[src/rtl/mem_arbiter_if.sv]
// Request/grant and memory-bus signals shared between mem_arbiter, its two
// requesters and the RAM.
interface mem_arbiter_if #(
    parameter int unsigned AW = 8,
    parameter int unsigned DW = 32
);
    logic          req0, req1;
    logic          lock0, lock1;
    logic          we0, we1;
    logic [AW-1:0] addr0, addr1;
    logic [DW-1:0] wdata0, wdata1;
    logic          gnt0, gnt1;
    logic          rvalid0, rvalid1;
    logic [DW-1:0] rdata;
    logic          mem_en, mem_we;
    logic [AW-1:0] mem_addr;
    logic [DW-1:0] mem_wdata;
    logic [DW-1:0] mem_rdata;

    modport slave (
        input  req0, req1, lock0, lock1, we0, we1, addr0, addr1, wdata0, wdata1, mem_rdata,
        output gnt0, gnt1, rvalid0, rvalid1, rdata, mem_en, mem_we, mem_addr, mem_wdata
    );

    modport master (
        output req0, req1, lock0, lock1, we0, we1, addr0, addr1, wdata0, wdata1, mem_rdata,
        input  gnt0, gnt1, rvalid0, rvalid1, rdata, mem_en, mem_we, mem_addr, mem_wdata
    );
endinterface

[src/rtl/mem_arbiter.sv]
// Two-port round-robin arbiter for a single-port synchronous RAM, with
// locked bursts capped at MAX_BURST accesses per grant.
module mem_arbiter #(
    parameter int unsigned AW        = 8,
    parameter int unsigned DW        = 32,
    parameter int unsigned MAX_BURST = 4
) (
    input logic           clk,
    input logic           rst,
    mem_arbiter_if.slave  bus
);
    localparam int unsigned CW = $clog2(MAX_BURST) + 1;

    typedef enum logic [1:0] {StIdle, StBusy0, StBusy1} state_e;

    state_e        state_q;
    logic          last_q;
    logic [CW-1:0] cnt_q;
    logic          rvalid0_q, rvalid1_q;

    logic          acc0, acc1;
    logic [CW-1:0] cnt_inc;
    logic [AW-1:0] addr_sel;
    logic [DW-1:0] wdata_sel;

    // Grants come from state alone so there is no comb path from req to gnt.
    assign bus.gnt0    = (state_q == StBusy0);
    assign bus.gnt1    = (state_q == StBusy1);
    assign acc0        = bus.gnt0 & bus.req0;
    assign acc1        = bus.gnt1 & bus.req1;
    assign cnt_inc     = cnt_q + CW'(1);
    assign bus.rvalid0 = rvalid0_q;
    assign bus.rvalid1 = rvalid1_q;
    assign bus.rdata   = bus.mem_rdata;

    always_comb begin
        addr_sel      = '0;
        wdata_sel     = '0;
        bus.mem_en    = 1'b0;
        bus.mem_we    = 1'b0;
        if (acc0) begin
            bus.mem_en = 1'b1;
            bus.mem_we = bus.we0;
            addr_sel   = bus.addr0;
            wdata_sel  = bus.wdata0;
        end else if (acc1) begin
            bus.mem_en = 1'b1;
            bus.mem_we = bus.we1;
            addr_sel   = bus.addr1;
            wdata_sel  = bus.wdata1;
        end
        bus.mem_addr  = addr_sel;
        bus.mem_wdata = wdata_sel;
    end

    always_ff @(posedge clk) begin
        if (rst) begin
            state_q   <= StIdle;
            last_q    <= 1'b1;
            cnt_q     <= '0;
            rvalid0_q <= 1'b0;
            rvalid1_q <= 1'b0;
        end else begin
            rvalid0_q <= acc0 & ~bus.we0;
            rvalid1_q <= acc1 & ~bus.we1;
            case (state_q)
                StIdle: begin
                    cnt_q <= '0;
                    // On a tie the port that did not own the memory last wins.
                    if (bus.req0 && (!bus.req1 || last_q)) state_q <= StBusy0;
                    else if (bus.req1)                      state_q <= StBusy1;
                end
                StBusy0: begin
                    if (acc0 && bus.lock0 && (cnt_inc < CW'(MAX_BURST))) begin
                        cnt_q <= cnt_inc;
                    end else begin
                        last_q <= 1'b0;
                        cnt_q  <= '0;
                        if (bus.req1)      state_q <= StBusy1;
                        else if (!bus.req0) state_q <= StIdle;
                    end
                end
                StBusy1: begin
                    if (acc1 && bus.lock1 && (cnt_inc < CW'(MAX_BURST))) begin
                        cnt_q <= cnt_inc;
                    end else begin
                        last_q <= 1'b1;
                        cnt_q  <= '0;
                        if (bus.req0)      state_q <= StBusy0;
                        else if (!bus.req1) state_q <= StIdle;
                    end
                end
                default: state_q <= StIdle;
            endcase
        end
    end
endmodule

[src/flat_wrapper.sv]
// flat-port wrapper written by rule: the top's interface ports become plain ports
module mem_arbiter_flat 
#(
    parameter int unsigned AW        = 8,
    parameter int unsigned DW        = 32,
    parameter int unsigned MAX_BURST = 4
)
  (clk, rst, bus_req0, bus_req1, bus_lock0, bus_lock1, bus_we0, bus_we1, bus_addr0, bus_addr1, bus_wdata0, bus_wdata1, bus_mem_rdata, bus_gnt0, bus_gnt1, bus_rvalid0, bus_rvalid1, bus_rdata, bus_mem_en, bus_mem_we, bus_mem_addr, bus_mem_wdata);
  mem_arbiter_if #(.AW(AW), .DW(DW)) bus_i ();
  input logic clk;
  input logic rst;
  input wire logic [$bits(bus_i.req0)-1:0] bus_req0;
  input wire logic [$bits(bus_i.req1)-1:0] bus_req1;
  input wire logic [$bits(bus_i.lock0)-1:0] bus_lock0;
  input wire logic [$bits(bus_i.lock1)-1:0] bus_lock1;
  input wire logic [$bits(bus_i.we0)-1:0] bus_we0;
  input wire logic [$bits(bus_i.we1)-1:0] bus_we1;
  input wire logic [$bits(bus_i.addr0)-1:0] bus_addr0;
  input wire logic [$bits(bus_i.addr1)-1:0] bus_addr1;
  input wire logic [$bits(bus_i.wdata0)-1:0] bus_wdata0;
  input wire logic [$bits(bus_i.wdata1)-1:0] bus_wdata1;
  input wire logic [$bits(bus_i.mem_rdata)-1:0] bus_mem_rdata;
  output wire logic [$bits(bus_i.gnt0)-1:0] bus_gnt0;
  output wire logic [$bits(bus_i.gnt1)-1:0] bus_gnt1;
  output wire logic [$bits(bus_i.rvalid0)-1:0] bus_rvalid0;
  output wire logic [$bits(bus_i.rvalid1)-1:0] bus_rvalid1;
  output wire logic [$bits(bus_i.rdata)-1:0] bus_rdata;
  output wire logic [$bits(bus_i.mem_en)-1:0] bus_mem_en;
  output wire logic [$bits(bus_i.mem_we)-1:0] bus_mem_we;
  output wire logic [$bits(bus_i.mem_addr)-1:0] bus_mem_addr;
  output wire logic [$bits(bus_i.mem_wdata)-1:0] bus_mem_wdata;
  assign bus_i.req0 = bus_req0;
  assign bus_i.req1 = bus_req1;
  assign bus_i.lock0 = bus_lock0;
  assign bus_i.lock1 = bus_lock1;
  assign bus_i.we0 = bus_we0;
  assign bus_i.we1 = bus_we1;
  assign bus_i.addr0 = bus_addr0;
  assign bus_i.addr1 = bus_addr1;
  assign bus_i.wdata0 = bus_wdata0;
  assign bus_i.wdata1 = bus_wdata1;
  assign bus_i.mem_rdata = bus_mem_rdata;
  assign bus_gnt0 = bus_i.gnt0;
  assign bus_gnt1 = bus_i.gnt1;
  assign bus_rvalid0 = bus_i.rvalid0;
  assign bus_rvalid1 = bus_i.rvalid1;
  assign bus_rdata = bus_i.rdata;
  assign bus_mem_en = bus_i.mem_en;
  assign bus_mem_we = bus_i.mem_we;
  assign bus_mem_addr = bus_i.mem_addr;
  assign bus_mem_wdata = bus_i.mem_wdata;
  mem_arbiter #(.AW(AW), .DW(DW), .MAX_BURST(MAX_BURST)) u_core (.clk(clk), .rst(rst), .bus(bus_i));
endmodule
[config.mk]
export PLATFORM = sky130hd
export DESIGN_NAME = mem_arbiter_flat
export DESIGN_NICKNAME = d
export VERILOG_FILES = /design/src/rtl/mem_arbiter_if.sv /design/src/rtl/mem_arbiter.sv /design/src/flat_wrapper.sv
export SDC_FILE = /design/constraint.sdc
export NUM_CORES = 1
export LEC_CHECK = 0
export BUFFER_PORTS_ARGS = -buffer_cell sky130_fd_sc_hd__buf_2
export CORE_AREA = 4 4 75 77
export DETAILED_ROUTE_END_ITERATION = 7
export DIE_AREA = 0 0 79 81
export PLACE_DENSITY = 0.67
export SLEW_MARGIN = 20
export SYNTH_ARGS = -nofsm -noshare
export SYNTH_HDL_FRONTEND = slang
export SYNTH_SLANG_ARGS = --single-unit
export TNS_END_PERCENT = 50
[constraint.sdc]
create_clock -name clk -period 2.29 [get_ports clk]
set_input_delay 0.687 -clock clk [delete_from_list [all_inputs] [get_ports clk]]
set_output_delay 0.687 -clock clk [all_outputs]
set_load 0.05 [all_outputs]
# == Word level (Yosys, flattened, before mapping) ==
# Cells that the tools add are included.
# op_classes
bitwise,6
eq_ne,7
n_lt_le_gt_ge,1
add_sub_neg,1
muxes,23
reduce_logical,12
# ops
op,n
$mux W32,2
$mux W2,8
$mux W8,2
$pmux W3 S3,1
$mux W1,6
$mux W3,2
$ne A3 B3 Y1 const B,2
$pmux W2 S3,1
$logic_and A1 B1 Y1,5
$reduce_and A5 Y1,1
$and A1 B1 Y1,4
$ne A2 B2 Y1 const B,2
$add A3 B1 Y3 const B,1
$lt A3 B3 Y1 const B,1
$ne A3 B2 Y1 const B,1
$reduce_and A3 Y1,1
$reduce_bool A3 Y1,1
$eq A2 B1 Y1 const B,1
$eq A2 B2 Y1 const B,1
$logic_not A2 Y1,1
$not A1 Y1,2
$pmux W1 S2,1
$reduce_bool A2 Y1,1
$logic_not A1 Y1,1
$logic_or A1 B1 Y1,1
# word_totals
word_cells,55
input_bits,120
ff_bits,8
output_inout_bits,78

# == Logic depth before layout (Yosys ltp) ==
# logic_depth
depth_word,6
ltp_mapped,7
ltp_nobuf,6

# == Least setup slack after synthesis ==
# OpenSTA, ideal clock, no wires.
# synth_timing
path_kind,register -> output
startpoint,register u_core.state_q[1]
endpoint,output bus_mem_addr[0]
arrival_time_ns,1.971
setup_slack_ns,-0.368
required_ns,1.603
n_path_buf,2
path_stages_with_launch,8
path_cell_list,dfxtp_1 -> inv_1 -> ha_1 -> and2_1 -> buf_2 -> nor2_4 -> buf_6 -> a22o_1
# synth_via
elab_cells_between_ends,6
classes_between,eq/ne: 2; mux: 2; bitwise: 2
# synth_lines
item,line_no,rtl
from (decl),mem_arbiter.sv:16,state_e state_q;
from (signal assigned),mem_arbiter.sv:58,state_q <= StIdle;
from (signal assigned),mem_arbiter.sv:70,if (bus.req0 && (!bus.req1 || last_q)) state_q <= StBusy0;
from (signal assigned),mem_arbiter.sv:71,else if (bus.req1) state_q <= StBusy1;
$eq A2 B1 Y1,mem_arbiter.sv:27,assign bus.gnt0 = (state_q == StBusy0);
net bus_gnt0,flat_wrapper.sv:23,output wire logic [$bits(bus_i.gnt0)-1:0] bus_gnt0;
$and A1 B1 Y1,mem_arbiter.sv:29,assign acc0 = bus.gnt0 & bus.req0;
$mux W8,mem_arbiter.sv:41,if (acc0) begin
to (decl),flat_wrapper.sv:30,output wire logic [$bits(bus_i.mem_addr)-1:0] bus_mem_addr;
# The timed path passes the listed nets, and every way through them passes these cells.

# == Worst setup path in the final report ==
# layout_timing
startpoint,register u_core.state_q[1]
endpoint,output bus_mem_wdata[9]
# layout_via
elab_chain_cells,4
elab_cells_between_ends,6
classes_between,eq/ne: 2; mux: 2; bitwise: 2
# layout_lines
item,line_no,rtl
$eq A2 B2 Y1,mem_arbiter.sv:28,assign bus.gnt1 = (state_q == StBusy1);
$and A1 B1 Y1,mem_arbiter.sv:30,assign acc1 = bus.gnt1 & bus.req1;
$mux W32,mem_arbiter.sv:46,end else if (acc1) begin
$mux W32 (*),mem_arbiter.sv:41,
to (decl),flat_wrapper.sv:31,output wire logic [$bits(bus_i.mem_wdata)-1:0] bus_mem_wdata;
# Mark *: on every way between the ends. The rest lies on a longest branch, timed or not.

==> results.md <==
- Xor-xnor portion of the synthesized cell area: 0.7625%
- Final Util: 49.13%
- WS Path Type: reg2out
- DRC Markers: 0
- Cells after Synth: 136
- Critical path's slowest cell: dfxtp_2
- Status: finished, violations left
- WP data arrival: 1.67 ns
- Multi-input logic area: ~930 sq um
- DP Wirelength: ~3800 um
- Global route overflow: 0
- Worst slew pin tran: 0.3458 ns
- Clock Skews: about 0.00023 ns
- Clock Tree Root: clkbuf_8
- Num rows: 26
- Skew-Pair Late Insertion Delay: around 0.24 ns
- Sw Ratio: 48.23%
- Adder-cell share of the synthesized area: 6.536%
- Core area: 5010 sq um
- Crit. End Element: output pin
- Vias in the first global route: 1,535
- Sequential fraction of design power: 10.5%
- CTS tree: built
- Die height: 81 um
- Starting Density: 22.93%
- CTS H-tree depth: 1
- Mapped Nets: 262
- FF/Latch Area: 165.2 sq um
- Finish-stage setup viols: 30
- Layout area overhead: 114.3%
- Initial DRC Count: 29
- Clock sink count: 8
- Max Freq: 423.6 MHz
- Synth top area cells: a22o_1, buf_4, dfxtp_1
- NumNets Final: 377
- Cells along the critical path: inv_2, ha_4, and2_4, nor2_4, buf_12, buf_12, a22o_4, buf_8
- Yosys warnings: 0
- Flop and latch count out of synthesis: 8
- Post-route minimum period: roughly 2.4 ns
- Unique masters post-synth: 26
- Routed wire length: 5799 um
- Via-to-Cell Ratio: 4.693
- Antenna-violating nets left: 0
- Sw power: just under 800 uW
- Setup WS post-layout: -0.07084 ns
- N_diodes: 0
- Vias: 1,497
- Main combinational cell family by area after synthesis: compound AO/OA/AOI/OAI gates
- Max incr delay on CP: approximately 0.34 ns
- Worst hold-check path type: reg2reg
- Crit path required time: 1.60 ns
- Clock slew at reported path FFs: 0.04 ns
- Int Pwr: 843.8 uW
- Cell count after placement: 308
- Total GRT Usage: 15.95%
- Layout cells sized above 1: 83.53%
- I/O Buffers: 133
- I/O pins: 198
- Max VDD drop: 0.3671 mV
- Critical path peak fanout: 7
- Combinational Power Share: 78.6%
- Final period utilization: 103.1%
- Min Hold Slack: 0.4355 ns
- Top-area cell type share of the netlist area: 31.26%
- CTS max path bufs: 2
- Max cap viols: 0
- Met2 usage: a little under a third
- Die W: between 70 and 80 um
- Layout fillers: 460
- Top Usage Layer GRT: met2
- Leak Pwr: 0.001294 uW
- Fin. Hold Viols: 0
- Mux contribution to synthesized area: 1.743%
- Simple-gate share of the synthesized area: 12.53%
- RSZ-0062 raised after global routing: yes
- Sequential element share of the synthesized area: 13.94%
- Largest net degree at the start of global routing: 30
- Compound-Gate Fraction of Synth Area: between 30% and 40%
- Num CTS Buffers: 3
- GR Layer Usage met3: 4.878%
- Area of the mapped netlist: ~1100 sq um
- Antenna violations before repair: 0
- Startpoint type of the worst setup path: flip-flop
- Global-route wire length before repair: 7941 um
- PwrDens: around 660 nW/um^2
- Failing checks: negative setup slack
- Final Max Slew Viols: 0
- Grt met1 use: 16.24%
- Max_slew headroom: 76.95%
- Biggest area consumer among synthesized cells: a22o_1
- WL/cell: 18.18 um
- Gpl congestion: 0.8473
- Die ar.: 6399 sq um
- Most used cell, CP: buf_12
- Clk pwr share: between 10% and 20%
- Final non-filler cell total: 319
- Avg Synthesized Cell Area: 8.446 sq um
- First drt pass iteration count: 4
-- worst max-delay path, delay by kind of cell (launching register included) --
kind                       cells  cell delay, ns
adders and majority gates      1            0.15
and+or+nand+nor                2            0.36
AOI/OAI and AO/OA              1            0.12
DFF                            1            0.34
buffers and inverters          4            0.45
-- cell usage in the layout, fill, tap and decap left out --
cell | Yosys | final
nand2b_1 | 5 | 5
a21oi_1 | 4 | 4
dfxtp_2 | 0 | 1
nand4b_1 | 1 | 1
a21oi_2 | 1 | 1
o21ai_0 | 1 | 1
a22o_2 | 0 | 17
nor2_1 | 3 | 3
a211o_1 | 1 | 1
a221o_1 | 1 | 1
xor2_1 | 1 | 1
and2_4 | 0 | 1
nor3_1 | 2 | 2
nor2_4 | 1 | 1
inv_2 | 1 | 3
ha_1 | 6 | 4
buf_6 | 4 | 19
ha_4 | 0 | 2
clkbuf_8 | 0 | 3
buf_2 | 5 | 91
buf_8 | 0 | 26
buf_12 | 0 | 4
nor3_2 | 1 | 1
a22o_4 | 0 | 24
or4b_1 | 1 | 1
nand2_4 | 0 | 1
dfxtp_1 | 8 | 6
buf_4 | 33 | 12
nand2_1 | 6 | 5
dfxtp_4 | 0 | 1
and2b_1 | 1 | 1
mux2i_1 | 2 | 2
nand3_1 | 3 | 3
-- routing by layer --
layer	wire [um]	up-vias
met5	0	-
met1	1953	684
met4	208	0
met3	539	18
met2	3097	94
li1	-	701
-- worst paths after layout --
path	startpoint	depth (start not counted)	to	slack, ns
worst min-delay path	u_core.cnt_q[2]	2	u_core.cnt_q[2]	0.44
worst max-delay path	u_core.state_q[1]	8	bus_mem_wdata[9]	-0.07
worst max register to register	u_core.state_q[1]	9	u_core.state_q[1]	0.58
worst min register to register	u_core.cnt_q[2]	2	u_core.cnt_q[2]	0.44
-- repair_timing --
item	4_1_cts	5_1_grt
gates cloned	2	0
hold buffers	0	0
buffers inserted	8	1
setup endpoints to repair	41	36
gates resized for setup	113	35
pin swaps	4	4
-- sequential cells by signal, summed over array words and instances, names as in the netlist --
signal / count
u_core.bus.rvalid0: 1
u_core.bus.rvalid1: 1
u_core.cnt_q: 3
u_core.last_q: 1
u_core.state_q: 2
-- cells in the mapped netlist --
master,instances
ha_1,6
nand4b_1,1
o21ai_0,1
nor3_2,1
or4b_1,1
buf_6,4
nand2_1,6
mux2i_1,2
a21oi_1,4
buf_2,5
a221o_1,1
dfxtp_1,8
buf_4,33
nor3_1,2
a211o_1,1
and2_1,1
a21oi_2,1
nand2b_1,5
and2b_1,1
nand3_1,3
inv_2,1
nor2_1,3
a22o_1,41
inv_1,2
nor2_4,1
xor2_1,1
-- metrics by stage --
step           instance area, sq um  total power, uW  setup slack, ns  setup TNS, ns
3_3_place_gp                   1748             1069          -0.1306         -4.251
4_1_cts                        2360             1570          -0.1047         -2.328
6_report                       2461             1630         -0.07084         -1.485
2_1_floorplan                  1205            989.8         -0.06417         -2.567
3_5_place_dp                   1748             1078          -0.1508         -4.756
5_1_grt                        2461             1697          -0.1199         -3.458
-- power by group through the flow --
| stage | combinational [uW] | sequential [uW] | clock [uW] |
|---|---|---|---|
| finish | 1280 | 170 | 179 |
| global route | 1340 | 171 | 186 |
| CTS | 1220 | 171 | 181 |
| detailed placement | 911 | 167 | 0 |
| global placement | 903 | 166 | 0 |
| floorplan | 817 | 172 | 0 |
-- cell type report --
cell class	count	area share, %
clock buffer	3	1.678
inverter	3	0.4575
multi-input combinational	83	37.62
sequential	8	6.711
tap	70	3.559
timing repair buffer	152	49.97
-- cells by family (layout without fill, tap and decap cells) --
| logic type | Yosys count | in the layout |
|---|---|---|
| AND/OR/NAND/NOR | 25 | 25 |
| flip-flops | 8 | 8 |
| adder cells (fa/ha/maj) | 6 | 6 |
| AO/OA/AOI/OAI | 49 | 49 |
| multiplexers | 2 | 2 |
| buffers and inverters | 45 | 158 |
| XOR/XNOR | 1 | 1 |
Power figures use the tool's default switching activity.
